**src/rtl/bus_gate_pkg.sv**
```systemverilog
// rtl/bus_gate_pkg.sv - shared state encoding and width helper for bus_gate_mux
package bus_gate_pkg;

    typedef enum logic [1:0] {
        IDLE   = 2'd0,
        DIRECT = 2'd1,
        SCAN   = 2'd2
    } state_t;

    function automatic int clog2(input int v);
        int r;
        r = 0;
        for (int i = 0; i < 31; i++) begin
            if ((1 << i) < v) r = i + 1;
        end
        return r;
    endfunction

endpackage

```
**src/rtl/bus_gate_scan_ctr.sv**
```systemverilog
// rtl/bus_gate_scan_ctr.sv - round-robin dwell divider and channel scanner
module bus_gate_scan_ctr
    import bus_gate_pkg::*;
#(
    parameter  int N        = 4,
    parameter  int SCAN_DIV = 8,
    localparam int CW       = clog2(N),
    localparam int DW       = (SCAN_DIV > 1) ? clog2(SCAN_DIV) : 1
) (
    input  logic          clk,
    input  logic          rst,
    input  logic          i_restart,
    input  logic          i_run,
    output logic [CW-1:0] o_ch_nxt
);

    logic [CW-1:0] r_ch;
    logic [DW-1:0] r_div;
    logic [DW-1:0] w_div_nxt;
    logic [CW-1:0] w_ch_nxt;
    logic          w_advance;
    logic          w_wrap;

    assign w_advance = i_run && (r_div == DW'(SCAN_DIV - 1));
    assign w_wrap    = w_advance && (r_ch == CW'(N - 1));

    // Expose the next channel so the output stage tracks the scanner on the same edge
    always_comb begin
        w_ch_nxt  = r_ch;
        w_div_nxt = r_div;
        if (i_restart) begin
            w_ch_nxt  = '0;
            w_div_nxt = '0;
        end else if (i_run) begin
            w_div_nxt = w_advance ? '0 : r_div + 1'b1;
            if (w_wrap)         w_ch_nxt = '0;
            else if (w_advance) w_ch_nxt = r_ch + 1'b1;
        end
    end

    always_ff @(posedge clk) begin
        if (rst) begin
            r_ch  <= '0;
            r_div <= '0;
        end else begin
            r_ch  <= w_ch_nxt;
            r_div <= w_div_nxt;
        end
    end

    assign o_ch_nxt = w_ch_nxt;

endmodule

```
**src/rtl/bus_gate_mux.sv**
```systemverilog
// rtl/bus_gate_mux.sv - N-channel register bank gated onto a registered output bus
module bus_gate_mux
    import bus_gate_pkg::*;
#(
    parameter  int           W        = 4,
    parameter  int           N        = 4,
    parameter  int           SCAN_DIV = 8,
    parameter  logic [W-1:0] INIT     = 4'b1100,
    localparam int           CW       = clog2(N)
) (
    input  logic          clk,
    input  logic          rst,
    input  logic          sel,
    input  logic          mode,
    input  logic [CW-1:0] ch_sel,
    input  logic          wr_en,
    input  logic [CW-1:0] wr_ch,
    input  logic [W-1:0]  wr_data,
    output logic [W-1:0]  out,
    output logic [CW-1:0] out_ch,
    output logic          out_valid,
    output logic          wr_err
);

    localparam logic [CW:0] NMAX = (CW + 1)'(N);

    logic [W-1:0]  r_ch_reg [N];
    state_t        r_state;
    state_t        w_state_nxt;
    logic [W-1:0]  r_out;
    logic [CW-1:0] r_out_ch;
    logic          r_out_valid;
    logic          r_wr_err;
    logic [CW-1:0] w_scan_ch;
    logic [CW-1:0] w_cur_ch;
    logic          w_cur_ok;
    logic          w_wr_ok;
    logic          w_scan_restart;
    logic          w_scan_run;

    always_comb begin
        w_state_nxt = IDLE;
        if (sel) w_state_nxt = mode ? SCAN : DIRECT;
    end

    always_ff @(posedge clk) begin
        if (rst) r_state <= IDLE;
        else     r_state <= w_state_nxt;
    end

    // Scan position is restarted only on entry; leaving SCAN simply freezes it
    assign w_scan_restart = (w_state_nxt == SCAN) && (r_state != SCAN);
    assign w_scan_run     = (w_state_nxt == SCAN) && (r_state == SCAN);

    bus_gate_scan_ctr #(
        .N        (N),
        .SCAN_DIV (SCAN_DIV)
    ) u_scan_ctr (
        .clk       (clk),
        .rst       (rst),
        .i_restart (w_scan_restart),
        .i_run     (w_scan_run),
        .o_ch_nxt  (w_scan_ch)
    );

    assign w_cur_ch = (w_state_nxt == SCAN) ? w_scan_ch : ch_sel;
    assign w_cur_ok = ({1'b0, w_cur_ch} < NMAX);
    assign w_wr_ok  = ({1'b0, wr_ch} < NMAX);

    always_ff @(posedge clk) begin
        if (rst) begin
            for (int i = 0; i < N; i++) r_ch_reg[i] <= INIT;
            r_out       <= '0;
            r_out_ch    <= '0;
            r_out_valid <= 1'b0;
            r_wr_err    <= 1'b0;
        end else begin
            r_wr_err <= wr_en && !w_wr_ok;
            if (wr_en && w_wr_ok) r_ch_reg[wr_ch] <= wr_data;

            // Output reads the pre-write bank: a same-edge write shows up one cycle later
            if (w_state_nxt == IDLE) begin
                r_out       <= '0;
                r_out_valid <= 1'b0;
            end else if (!w_cur_ok) begin
                r_out       <= '0;
                r_out_valid <= 1'b0;
                r_out_ch    <= w_cur_ch;
            end else begin
                r_out       <= r_ch_reg[w_cur_ch] & {W{sel}};
                r_out_ch    <= w_cur_ch;
                r_out_valid <= 1'b1;
            end
        end
    end

    assign out       = r_out;
    assign out_ch    = r_out_ch;
    assign out_valid = r_out_valid;
    assign wr_err    = r_wr_err;

endmodule

```
**config.mk**
```make
export PLATFORM = sky130hd
export DESIGN_NAME = bus_gate_mux
export DESIGN_NICKNAME = d
export VERILOG_FILES = /design/src/rtl/bus_gate_pkg.sv /design/src/rtl/bus_gate_scan_ctr.sv /design/src/rtl/bus_gate_mux.sv
export SDC_FILE = /design/constraint.sdc
export NUM_CORES = 1
export LEC_CHECK = 0
export ABC_CLOCK_PERIOD_IN_PS = 2000
export BUFFER_PORTS_ARGS = -buffer_cell sky130_fd_sc_hd__buf_4
export CAP_MARGIN = 40
export CELL_PAD_IN_SITES_DETAIL_PLACEMENT = 1
export CELL_PAD_IN_SITES_GLOBAL_PLACEMENT = 1
export CORE_ASPECT_RATIO = 1.4
export CORE_MARGIN = 2
export CORE_UTILIZATION = 43
export DETAILED_ROUTE_END_ITERATION = 12
export PLACE_DENSITY_LB_ADDON = 0.08
export SKIP_LAST_GASP = 1
export SLEW_MARGIN = 20
export SYNTH_ARGS = -nofsm -noshare
export SYNTH_HDL_FRONTEND = slang
export SYNTH_SLANG_ARGS = --single-unit
```
**constraint.sdc**
```tcl
create_clock -name clk -period 2 [get_ports clk]
set_input_delay 0.4 -clock clk [delete_from_list [all_inputs] [get_ports clk]]
set_output_delay 0.4 -clock clk [all_outputs]
set_load 0.01 [all_outputs]
```
**Word level (Yosys, flattened, before mapping)**

Memory sizes are Yosys's and may differ from the RTL's.
Cells that the tools add are included.

- Logic and storage cells: 40
- Register bits: 14
- Memories: 1
- Bits of input ports: 13
- Output and inout port bits: 8
- Memory bits (writable): 16

- Reduce and logical (&&, ||, !) cells: 8
- Eq/ne operators: 5
- Bitwise operators: 1
- Mux-type cells: 17
- $add $sub $neg: 2

Memories:

| name | words | bits a word | read ports | clocked after Yosys merged registers in | write ports | RTL line | RTL |
|---|---|---|---|---|---|---|---|
| r_ch_reg | 4 | 4 | 1 | 0 | 4 | bus_gate_mux.sv:27 | `logic [W-1:0] r_ch_reg [N];` |

Operator list:

| kind | count |
|---|---|
| 2-bit two-way mux | 8 |
| 1-bit two-way mux | 7 |
| 2-bit == test, second input constant | 3 |
| 4-bit bitwise AND | 1 |
| 1-bit logical AND | 4 |
| 4-bit two-way mux | 1 |
| 2-bit OR reduction | 2 |
| 4-bit OR reduction | 1 |
| 3-bit by 1-bit adder with 3-bit output, second input constant | 1 |
| 3-bit == test, second input constant | 1 |
| 3-bit two-way mux | 1 |
| 2-bit by 1-bit adder with 2-bit output, second input constant | 1 |
| 2-bit logical NOT | 1 |
| 2-bit != test, second input constant | 1 |

**Logic depth before layout (Yosys ltp)**

Gate-level depths: netlist (run 1).
An unclocked memory read counts as a cell.

- Depth in word-level cells: 12
- Depth in mapped cells: 8
- Depth with buffers taken out: 7

**Cells and area by module**

Synthesis (run 1) repeated with hierarchy kept, for this count alone.

- Cell total of the unflattened synthesis: 107
- Area total of the unflattened synthesis: 1337.5 µm²

Modules (own cells, without submodules):

| module | area each (µm²) | cells an instance | times used |
|---|---|---|---|
| bus_gate_mux | 1064.8 | 80 | 1 |
| bus_gate_scan_ctr | 272.8 | 27 | 1 |

**Worst setup path after synthesis (run 1)**

No wires, ideal clock.

- Kind: register to register
- Start: reg u_scan_ctr.r_div[0]
- End: reg r_out[0], in the netlist out[0]
- Buffers on the path: 1
- Arrival: 1.561 ns
- Slack: 0.316 ns
- Cell stages (with the launch flop): 9
- Setup time: 0.123 ns
- Path through: dfxtp_1 -> ha_1 -> ha_1 -> nor3b_1 -> o21ai_2 -> and2_4 -> buf_6 -> mux2i_1 -> o22ai_1

- Longest elaborated chain between the ends: 9

Ends and longest elaborated chain:

| element | RTL line | RTL |
|---|---|---|
| start: declaration | bus_gate_scan_ctr.sv:18 | `logic [DW-1:0] r_div;` |
| start signal: assignment | bus_gate_scan_ctr.sv:47 | `r_div <= w_div_nxt;` |
| 3-bit == test * | bus_gate_scan_ctr.sv:24 | `assign w_advance = i_run && (r_div == DW'(SCAN_DIV - 1));` |
| 1-bit logical AND * | bus_gate_scan_ctr.sv:24 |  |
| 2-bit two-way mux or 1-bit logical AND (tied branches) | bus_gate_scan_ctr.sv:37, bus_gate_scan_ctr.sv:25 |  |
| 2-bit two-way mux * | bus_gate_scan_ctr.sv:36 | `if (w_wrap) w_ch_nxt = '0;` |
| 2-bit two-way mux * | bus_gate_scan_ctr.sv:34 | `end else if (i_run) begin` |
| 2-bit two-way mux * | bus_gate_scan_ctr.sv:31 | `if (i_restart) begin` |
| 2-bit two-way mux * | bus_gate_mux.sv:66 | `assign w_cur_ch = (w_state_nxt == SCAN) ? w_scan_ch : ch_sel;` |
| memory read 4 x 4 bit * | n/a |  |
| 4-bit bitwise AND * | bus_gate_mux.sv:90 | `r_out <= r_ch_reg[w_cur_ch] & {W{sel}};` |
| end signal: assignment | bus_gate_mux.sv:90 |  |
| end: declaration | bus_gate_mux.sv:30 | `logic [W-1:0] r_out;` |

Every way passes the cells marked *; elsewhere a longest branch is shown, timed or not.
A chain may end at the register's enable or synchronous reset.

**Worst setup path after layout (run 1)**

- Start: reg u_scan_ctr.r_div[0]
- End: reg r_out[2], in the netlist out[2]

Same word-level chain as after synthesis.

==> impl_results.md, run 1 <==
- Sequential area share after synthesis: 56.8%
- Commonest non-fill, non-tap cell in the layout: buf_4
- Routed len/inst: 16.6 um
- Die Y-Extent: 70.0 um
- Vias: 952
- Buf+Inv Stages, Crit Path: 0
- Hpwl dp: ~2400 um
- Slew Viols, Final: 0
- CP max FO: 7
- Clk_skew: 0.00229 ns
- DRT iter0 DRCs: 9
- Largest net degree at the start of global routing: 12
- Peak supply drop: 0.403 mV
- DRC: 0
- First-pass GRT wire length: between 4000 and 5000 um
- Met2 routed WL: approximately 1800 um
- Area leader, netlist: edfxtp_1
- Detail-routed via count per cell: between 5 and 6
- Die area: around 3600 sq um
- Max Cap Viol: 0
- Leak: 0.650 nW
- Final non-filler cell total: 182
- RSZ-0062 raised after global routing: no
- Post-synth top flop: edfxtp_1
- Pwr Total: 1.30 mW
- Diode count: 0
- NumNets Final: 158
- CP Cell Sequence: ha_1 > ha_2 > mux2_2 > a22oi_2 > nand2_1 > o22ai_1
- Fmax: ~540 MHz
- Max reg flops: 16
- Max layer used: met4
- Hold_buf cts: 0
- Ranking of synthesized cells by area: edfxtp_1 (36%), dfxtp_1 (21%), mux2i_1 (5.2%)
- Worst path required time: 2.20 ns
- Pwr Density: 803 nW/um^2
- Placed cell count: around 170
- Congestion Overflow GR: 0
- Clock Tree Root: clkbuf_8
- DR WL met3: around 100 um
- Area Growth Syn to Fin: 20.7%
- Flops & latches, synth: 30
- Initial Utilization: 44.1%
- Syn Area/Cell: 11.4 sq um
- Synth warn: 0
- Placeable core area: 3030 sq um
- CTS buffer count: 5
- Die width: between 50 and 60 um
- CP max stage cell: mux2_2
- Setup bufs post-CTS: 0
- Element type at the critical path end: flop
- Clock slew at reported path FFs: 0.06 ns
- Share of cells above drive strength 1: between 20 and 30%
- Crit path launch type: flop
- Number of synthesized flops with an enable pin: 16
- Critical Path Max Stage Delay: 0.36 ns
- Crit path DAT: 2.05 ns
- Setup violators final: 0
- CTS max path bufs: 2
- CP top delay family: compound AO/OA/AOI/OAI gates
- Status: completed
- Skew-Pair Late Insertion Delay: 0.28 ns
- WL final: 3030 um
- Minimum clock period: 1.84 ns
- HP Class: in2reg
- Synth Instances: roughly 120
- Global placement routability congestion: around 0.73
- Clock sinks: 30
- # port buffers: 19
- Initial antenna violation count: 0
- Fillers: ~350
- # IOs: 21
- CTS HTree Levels: 2
- Critical path type: reg2reg
- Final hold vios: 0
- Antenna Nets Post-Route: 0
- Final period util: 92.2%
- CTS tree: built
- GRT Overall Usage: around a fifth
- Async SR Flop Fraction: 0%
- Detailed Routing Iterations Pass 1: 4
- Yosys cell types: 33
- Row count: 24
- Area share of the largest cell type after synthesis: roughly 36%
- DRT met1 WL: 1010 um
- Vias in the first global route: 1011
- Commonest cells after routing, fill and taps aside: buf_4 (22), edfxtp_1 (16), dfxtp_1 (14), nand2b_1 (10), and2_1 (9)
- Syn nets: around 130
- Mapped Area: 1340 sq um
==> logic make-up (layout without fill, tap and decap cells) <==
family	count (synthesis)	in the layout	share of synthesized area, %
adder cells (fa/ha/maj)	3	3	2.80
other	1	1	0.280
AO/OA/AOI/OAI	17	17	8.60
flip-flops	30	30	56.8
AND/OR/NAND/NOR	53	53	22.9
buffers and inverters	5	31	2.52
multiplexers	8	8	6.07
==> worst reg2reg max path, delay by kind of cell, from the launching register on <==
kind	cells	cell delay, ns
muxes	1	0.36
adders and majority gates	2	0.40
and+or+nand+nor	1	0.18
AOI/OAI and AO/OA	2	0.48
DFF	1	0.35
==> synth_stat cells (2+ instances only) <==
library cell   n
a21oi_1        6
and2_1         9
buf_4          2
dfxtp_1       14
edfxtp_1      16
ha_1           3
mux2i_1        7
nand2_1        7
nand2b_1      10
nand3_1        2
nor2_1         6
nor2b_1        5
nor3_1         4
nor3b_1        3
o22ai_1        3
or2_2          3
==> final timing paths <==
check,start,endpoint,slack (ns),cells after the start
worst max-delay path,u_scan_ctr.r_div[0]$_SDFFE_PP0N_,out[2]$_SDFF_PP0_,0.16,6
worst min-delay path,rst,out_ch[0]$_SDFFE_PP0N_,0.37,2
worst max register to register,u_scan_ctr.r_div[0]$_SDFFE_PP0N_,out[2]$_SDFF_PP0_,0.16,6
worst min register to register,u_scan_ctr.r_ch[1]$_SDFF_PP0_,u_scan_ctr.r_ch[1]$_SDFF_PP0_,0.49,2
==> power by group <==
part	total [mW]	switching [mW]	leakage, nW	internal, mW
sequential	0.705	0.0161	0.272	0.689
clock	0.458	0.221	0.0416	0.237
combinational	0.134	0.0690	0.336	0.0647
==> area by class of cell <==
cell class / count / area, sq um / area share [%]
Inverter: 1 / 3.75 / 0.232
Clock buffer: 5 / 68.8 / 4.26
Clock inverter: 3 / 16.3 / 1.01
Tap cell: 39 / 48.8 / 3.02
Sequential cell: 30 / 761 / 47.1
Multi-Input combinational cell: 82 / 552 / 34.2
Timing Repair Buffer: 22 / 165 / 10.2
==> repair_timing <==
action	in CTS	in global routing
pin swaps	0	0
gates cloned	0	0
setup endpoints to repair	4	3
resized for setup	1	1
==> through the flow <==
stage	setup TNS [ns]	worst slack, ns	util (%)	hold WS, ns	cell area, sq um
after floorplan	0	0.316	-	0.451	1340
after global placement	0	0.0819	50.2	0.463	1520
after detailed placement	-0.0347	-0.0322	50.2	0.481	1520
after CTS	0	0.0665	53.2	0.371	1610
after global routing	0	0.0363	53.3	0.377	1620
final	0	0.157	53.3	0.371	1620
==> metal layers <==
layer | up-vias | track usage (%)
li1 | 461 | -
met1 | 464 | 15.9
met2 | 21 | 39.4
met3 | 6 | 4.70
met4 | 0 | 9.91
met5 | - | 0
Note: power is estimated with default switching activity, not from simulation.
==> inputs of run 2 (changes only) <==
--- a/config.mk
+++ b/config.mk
@@ -5,6 +5,7 @@
 export SDC_FILE = /design/constraint.sdc
 export NUM_CORES = 1
 export LEC_CHECK = 0
+export ABC_AREA = 1
 export ABC_CLOCK_PERIOD_IN_PS = 2000
 export BUFFER_PORTS_ARGS = -buffer_cell sky130_fd_sc_hd__buf_4
 export CAP_MARGIN = 40
@@ -12,8 +13,9 @@
 export CELL_PAD_IN_SITES_GLOBAL_PLACEMENT = 1
 export CORE_ASPECT_RATIO = 1.4
 export CORE_MARGIN = 2
-export CORE_UTILIZATION = 43
+export CORE_UTILIZATION = 41
 export DETAILED_ROUTE_END_ITERATION = 12
+export MAX_ROUTING_LAYER = met4
 export PLACE_DENSITY_LB_ADDON = 0.08
 export SKIP_LAST_GASP = 1
 export SLEW_MARGIN = 20
==> run 2 against run 1 <==
  * Routed wire length is 1.3% higher
  * Core utilization is 3.0 points lower
  * Critical path depth is 5 higher
  * Register-to-register slack better by 0.09 ns
  * Critical endpoint is now out_ch[1]$_SDFFE_PP0N_
  * Synthesized area is 5.1% higher
  * Critical path type unchanged
  * Clock skew is 0.0056 ns higher
  * Largest cell class unchanged
  * Highest routed layer unchanged
  * Sequential cell count stayed put
==> impl_results.md, run 2 <==
- Status: completed
- Pwr Density: 787 nW/um^2 (-2.0%)
- R2r setup slk: 0.25 ns (+0.09 ns)
- Crit path launch type: flop
- Internal power: 1.02 mW (+3.2%)
- FF/Latch Area: 761 sq um (unchanged)
- Syn nets: 177 (+33%)
- Placed cell count: 219 (+26%)
- Max Cap Viol: 0 (unchanged)
- Antenna Nets Post-Route: 0 (unchanged)
- Final hold vios: 0 (unchanged)
- Rel. slew slack: around 58%
- Measured slew at the worst slew-check pin: 0.630 ns
- Skew-Pair Late Insertion Delay: 0.27 ns (about the same)
- # port buffers: 19 (unchanged)
- Clk_skew: 0.00789 ns (+0.00560 ns)
- Flops & latches, synth: 30 (unchanged)
- Reg2reg end: out_ch[1]$_SDFFE_PP0N_
- Final Util: 50.3% (-3.0 points)
- Mapped Area: 1410 sq um (+5.1%)
- CP max FO: 5 (-2)
- Pwr Total: 1.32 mW (+2.0%)
- NumNets Final: 202 (+28%)
- Diode count: 0 (unchanged)
- DRC: 0 (unchanged)
- First-pass GRT wire length: 5200 um (+7.4%)
- Detailed Routing Iterations Pass 1: 4 (unchanged)
- Global placement routability congestion: 0.792 (+8.3%)
- Row count: 25 (+4.2%)
- Vias: 1088 (+14%)
- Die width: 53.5 um (+4.6%)
- Die Y-Extent: 73.3 um (+4.7%)
- Final period util: 87.6% (-4.6 points)
- Clock Tree Root: clkbuf_8
- Vias in the first global route: 1206 (+19%)
- Routed len/inst: 13.5 um (-19%)
- Yosys cell types: 25 (-24%)
- Congestion Overflow GR: 0 (unchanged)
- Worst path required time: 2.15 ns (-0.05 ns)
- Commonest non-fill, non-tap cell in the layout: inv_1
- CTS buffer count: 5 (unchanged)
- # IOs: 21 (unchanged)
- Synth Instances: 161 (+38%)
- Element type at the critical path end: flop
- Crit path capture: out_ch[1]$_SDFFE_PP0N_
- Final non-filler cell total: 227 (+25%)
- Hold_buf cts: 0 (unchanged)
- Die area: 3920 sq um (+9.6%)
- Clock slew at reported path FFs: 0.06 ns (about the same)
- GRT Overall Usage: 19.8% (+0.33 points)
- Setup violators final: 0 (unchanged)
- Initial Utilization: 42.1% (-2.1 points)
- Fillers: 402 (+16%)
- CTS max path bufs: 2 (unchanged)
- RSZ-0062 raised after global routing: no
- Setup bufs post-CTS: 0 (unchanged)
- Reg2reg path depth: 11 (+5)
- TNS Setup: 0 ns (unchanged)
- Combinational power share: 10.8% (+0.5 points)
- Multi-input gate area: 507 sq um (-8.2%)
- Sequential area share after synthesis: 54.0% (-2.8 points)
- Area Growth Syn to Fin: 19.6%
- Total net switching power: 0.301 mW (-1.7%)
- Syn Area/Cell: 8.74 sq um (-24%)
- Worst R2R Start: u_scan_ctr.r_div[0]$_SDFFE_PP0N_
- Async SR Flop Fraction: 0% (unchanged)
- Placeable core area: 3350 sq um (+10%)
- Detail-routed via count per cell: 4.79 (-8.4%)
- Number of synthesized flops with an enable pin: 16 (unchanged)
- Clock sinks: 30 (unchanged)
- Post_cts resized: 0 (-1)
- Area leader, netlist: edfxtp_1
- Synth top cells by count: inv_1 (33), nand2_1 (27), nor2_1 (21), edfxtp_1 (16), dfxtp_1 (14)
- Minimum clock period: 1.75 ns (-0.0910 ns)
- Synth warn: 0 (unchanged)
- Initial antenna violation count: 0 (unchanged)
- CP Launch Point: u_scan_ctr.r_div[0]$_SDFFE_PP0N_
- Slew Viols, Final: 0 (unchanged)
- Largest net degree at the start of global routing: 10 (-2)
- Count leader, synth: inv_1
- Clock Power Share: 36.3% (+1.0 points)
- Hpwl dp: 2630 um (+8.8%)
- Leak: 0.817 nW (+26%)
- CTS tree: built
- Ranking of synthesized cells by area: edfxtp_1 (34%), dfxtp_1 (20%), inv_1 (8.8%)
- CTS HTree Levels: 2 (unchanged)
- Crit path DAT: 1.91 ns (-0.14 ns)
- Placed Area: 1590 sq um (+4.6%)
- Post-synth top flop: edfxtp_1
- Flop pwr share: 52.9% (-1.5 points)
- Area share of the largest cell type after synthesis: 34.1% (-1.8 points)
- DRT iter0 DRCs: 26 (+17)
- Net Sw Frac: 22.7% (-0.87 points)
- Fmax: 571 MHz (+5.2%)
- Max reg flops: 16 (unchanged)
- Critical path type: reg2reg
- HP Class: in2reg
- Final Cell Area: 1680 sq um (+4.2%)
- WL final: 3070 um (+1.3%)
- Share of cells above drive strength 1: 19.3% (-8.7 points)
- Commonest cells after routing, fill and taps aside: inv_1 (33), nand2_1 (27), nor2_1 (21), buf_4 (19), edfxtp_1 (16)
- Peak supply drop: 0.430 mV (+6.5%)
## run 2: stage by stage
stage	hold slack, ns	setup WS, ns
5_1_grt	0.304	0.104
3_3_place_gp	0.472	0.210
3_5_place_dp	0.481	0.136
6_report	0.309	0.248
4_1_cts	0.300	0.231
2_1_floorplan	0.448	0.461
## run 2: layout make-up
class	instances	share of cell area (%)
inverters	35	7.88
clock buffers	8	5.35
repair buffers	19	8.48
flip-flops and latches	30	45.2
well taps	40	2.97
multi-input cells	95	30.1
## run 2: power groups by stage
stage          Combinational (mW)  Sequential (mW)  Clock (mW)
6_report                    0.143            0.700       0.481
5_1_grt                     0.162            0.702       0.530
4_1_cts                     0.146            0.700       0.490
3_5_place_dp                0.146            0.713           0
3_3_place_gp                0.140            0.710           0
2_1_floorplan              0.0814            0.712           0
## run 2: worst min-delay path by stage
stage	cells after the start	endpoint	slack, ns	start
2_1_floorplan	2	u_scan_ctr.r_div[2]$_SDFFE_PP0N_	0.45	u_scan_ctr.r_div[2]$_SDFFE_PP0N_
3_3_place_gp	2	u_scan_ctr.r_div[2]$_SDFFE_PP0N_	0.47	u_scan_ctr.r_div[2]$_SDFFE_PP0N_
3_5_place_dp	2	u_scan_ctr.r_ch[1]$_SDFF_PP0_	0.48	u_scan_ctr.r_ch[1]$_SDFF_PP0_
4_1_cts	2	r_state[0]$_SDFF_PP0_	0.30	mode
5_1_grt	2	r_state[0]$_SDFF_PP0_	0.30	mode
6_report	2	r_state[0]$_SDFF_PP0_	0.31	mode
## run 2: critical path, stage by stage (launching register included)
cell and delay (ns):
dfxtp_1 0.32, ha_1 0.21, ha_1 0.24, inv_1 0.11
nor2_1 0.05, a22o_1 0.17, nand2_1 0.07, nand2_1 0.13
inv_2 0.12, nand2_1 0.05, o211ai_1 0.08, inv_1 0.07
## run 2: cell families after synthesis
logic type | Yosys count | synth area share, %
AO/OA/AOI/OAI | 14 | 5.69
adder cells (fa/ha/maj) | 3 | 2.67
buffers and inverters | 36 | 9.96
flip-flops | 30 | 54.0
other | 1 | 0.266
AND/OR/NAND/NOR | 77 | 27.4
## run 2: metal layers
layer | wire [um] | share of wire [%] | global-route usage [%] | up-vias
li1 | - | - | - | 555
met1 | 1000 | 33 | 16.4 | 504
met2 | 1880 | 61 | 38.8 | 20
met3 | 101 | 3.3 | 4.88 | 9
met4 | 83 | 2.7 | 8.55 | 0
met5 | 0 | 0 | - | -
==> inputs of run 3 (changes only) <==
--- a/config.mk
+++ b/config.mk
@@ -11,7 +11,7 @@
 export CAP_MARGIN = 40
 export CELL_PAD_IN_SITES_DETAIL_PLACEMENT = 1
 export CELL_PAD_IN_SITES_GLOBAL_PLACEMENT = 1
-export CORE_ASPECT_RATIO = 1.4
+export CORE_ASPECT_RATIO = 2
 export CORE_MARGIN = 2
 export CORE_UTILIZATION = 41
 export DETAILED_ROUTE_END_ITERATION = 12
==> run 3 against run 2 <==
  * Critical path depth decreased by 1
  * Power shrank 1.4%
  * Clock power shrank 4.2%
  * Global-route usage fell by 0.20 points
  * Final cell count shrank 3.5%
  * Sequential cell count is the same
  * Register-to-register slack got worse by 0.02 ns
  * Non-clock buffer count is the same
  * First-iteration DRC count down 62%
  * Via count grew 2.8%
  * Design area down 1.1%
  * Critical endpoint is now out[3]$_SDFF_PP0_
  * Largest cell class unchanged
  * Largest power group unchanged
  * Highest routed layer unchanged
==> impl_results.md, run 3 (synthesized netlist as in run 2, its figures left out) <==
- Setup violators final: 0 (unchanged)
- Slew Viols, Final: 0 (unchanged)
- DRT iter0 DRCs: 10 (-62%)
- TNS Setup: 0 ns (unchanged)
- Hold_buf cts: 0 (unchanged)
- Placeable core area: 3340 sq um (-0.19%)
- Skew-Pair Late Insertion Delay: 0.29 ns (+0.02 ns)
- Fmax: 566 MHz (-0.90%)
- Pwr Density: 784 nW/um^2 (-0.33%)
- Rel. slew slack: 60.2% (+2.5 points)
- Placed Area: 1580 sq um (-0.63%)
- Leak: 0.814 nW (-0.35%)
- Hpwl dp: 2830 um (+7.5%)
- WL final: 3290 um (+7.2%)
- First-pass GRT wire length: 5170 um (-0.52%)
- Clock slew at reported path FFs: 0.06 ns (about the same)
- Clk_skew: 0.00270 ns (-0.00519 ns)
- Row count: 30 (+20%)
- Congestion Overflow GR: 0 (unchanged)
- Hold Crit Depth: 2 (unchanged)
- Die width: 45.4 um (-15%)
- Routed len/inst: 15.0 um (+11%)
- Critical path type: reg2reg
- Final Util: 49.8% (-0.47 points)
- Vias in the first global route: 1214 (+0.66%)
- Commonest cells after routing, fill and taps aside: inv_1 (33), nand2_1 (27), nor2_1 (21), buf_4 (19), edfxtp_1 (16)
- Pwr Total: 1.30 mW (-1.4%)
- Diode count: 0 (unchanged)
- Hold endpoint: r_state[0]$_SDFF_PP0_
- Die Y-Extent: 86.9 um (+18%)
- Vias: 1118 (+2.8%)
- Reg2reg end: out[3]$_SDFF_PP0_
- Detailed Routing Iterations Pass 1: 3 (-1)
- CP max FO: 5 (unchanged)
- Reg2reg path depth: 10 (-1)
- HP Class: in2reg
- Minimum clock period: 1.77 ns (+0.0160 ns)
- Final hold vios: 0 (unchanged)
- Global placement routability congestion: 0.809 (+2.2%)
- DRC: 0 (unchanged)
- Clock sinks: 30 (unchanged)
- R2r setup slk: 0.23 ns (-0.02 ns)
- Share of cells above drive strength 1: 19.3% (unchanged)
- Measured slew at the worst slew-check pin: 0.593 ns (-0.0371 ns)
- Peak supply drop: 0.456 mV (+6.2%)
- GRT Overall Usage: 19.6% (-0.20 points)
- Clock Tree Root: clkbuf_8
- Crit path launch type: flop
- Status: completed
- Max reg flops: 16 (unchanged)
- Worst R2R Start: u_scan_ctr.r_div[0]$_SDFFE_PP0N_
- RSZ-0062 raised after global routing: no
- CTS tree: built
- Max Cap Viol: 0 (unchanged)
- Worst hold start: mode
- CTS buffer count: 5 (unchanged)
- Antenna Nets Post-Route: 0 (unchanged)
- CTS HTree Levels: 2 (unchanged)
- Area Growth Syn to Fin: 18.2%
- Detail-routed via count per cell: 5.11 (+6.5%)
- CTS max path bufs: 2 (unchanged)
- Element type at the critical path end: flop
- Crit path DAT: 1.97 ns (+0.06 ns)
- Worst path required time: 2.20 ns (+0.05 ns)
- # IOs: 21 (unchanged)
- Setup bufs post-CTS: 0 (unchanged)
- Initial antenna violation count: 0 (unchanged)
- Pre-CTS WS: 0.0761 ns (-0.0599 ns)
- NumNets Final: 202 (unchanged)
- Commonest non-fill, non-tap cell in the layout: inv_1
- Initial Utilization: 42.1% (+0.079 points)
- Die area: 3950 sq um (+0.55%)
- CP Launch Point: u_scan_ctr.r_div[0]$_SDFFE_PP0N_
- Largest net degree at the start of global routing: 10 (unchanged)
- Final worst setup slack: 0.232 ns (-0.0160 ns)
- # port buffers: 19 (unchanged)
- Final period util: 88.4% (+0.80 points)
- Final Cell Area: 1660 sq um (-1.1%)
- Post_cts resized: 0 (unchanged)
run 3: per-stage QoR:
stage,instances,hold WS (ns)
after floorplan,161,0.448
after global placement,211,0.475
after detailed placement,211,0.484
after CTS,219,0.295
after global routing,219,0.298
final,219,0.299
run 3: cell type report:
class,count,area [sq um]
clock buffer,6,72.6
clock inverter,2,8.76
fill,414,1680
inverter,35,133
multi-input combinational,95,507
sequential,30,761
tap,32,40.0
timing repair buffer,19,143
run 3: worst max-delay path by stage:
stage | depth (start not counted) | slack (ns) | endpoint
after floorplan | 11 | 0.46 | out_ch[1]$_SDFFE_PP0N_
after global placement | 8 | 0.16 | r_ch_reg[0][2]$_SDFFCE_PN1P_
after detailed placement | 8 | 0.08 | r_ch_reg[0][2]$_SDFFCE_PN1P_
after CTS | 10 | 0.20 | out[3]$_SDFF_PP0_
after global routing | 10 | 0.09 | out[3]$_SDFF_PP0_
final | 10 | 0.23 | out[3]$_SDFF_PP0_
run 3: power by group:
part | total [mW] | switching [mW] | internal (mW)
Combinational | 0.146 | 0.0895 | 0.0561
Sequential | 0.698 | 0.0119 | 0.686
Clock | 0.461 | 0.222 | 0.238
Total | 1.30 | 0.324 | 0.981
run 3: critical path, stage by stage (launching register included):
cell and delay (ns):
dfxtp_1 0.32, ha_1 0.20, ha_1 0.24, inv_1 0.12, nor2_1 0.05, a22o_1 0.18, nand2_1 0.08, nand2_1 0.13
inv_2 0.12, nand3_1 0.08, a21oi_1 0.17
run 3: routing by layer:
layer  vias up  routed length (um)  global-route usage [%]
met5         -                   0                       -
met4         0                 143                    11.8
met3        11                  84                    3.73
met2        19                2230                    40.6
met1       534                 828                    11.9
li1        554                   -                       -
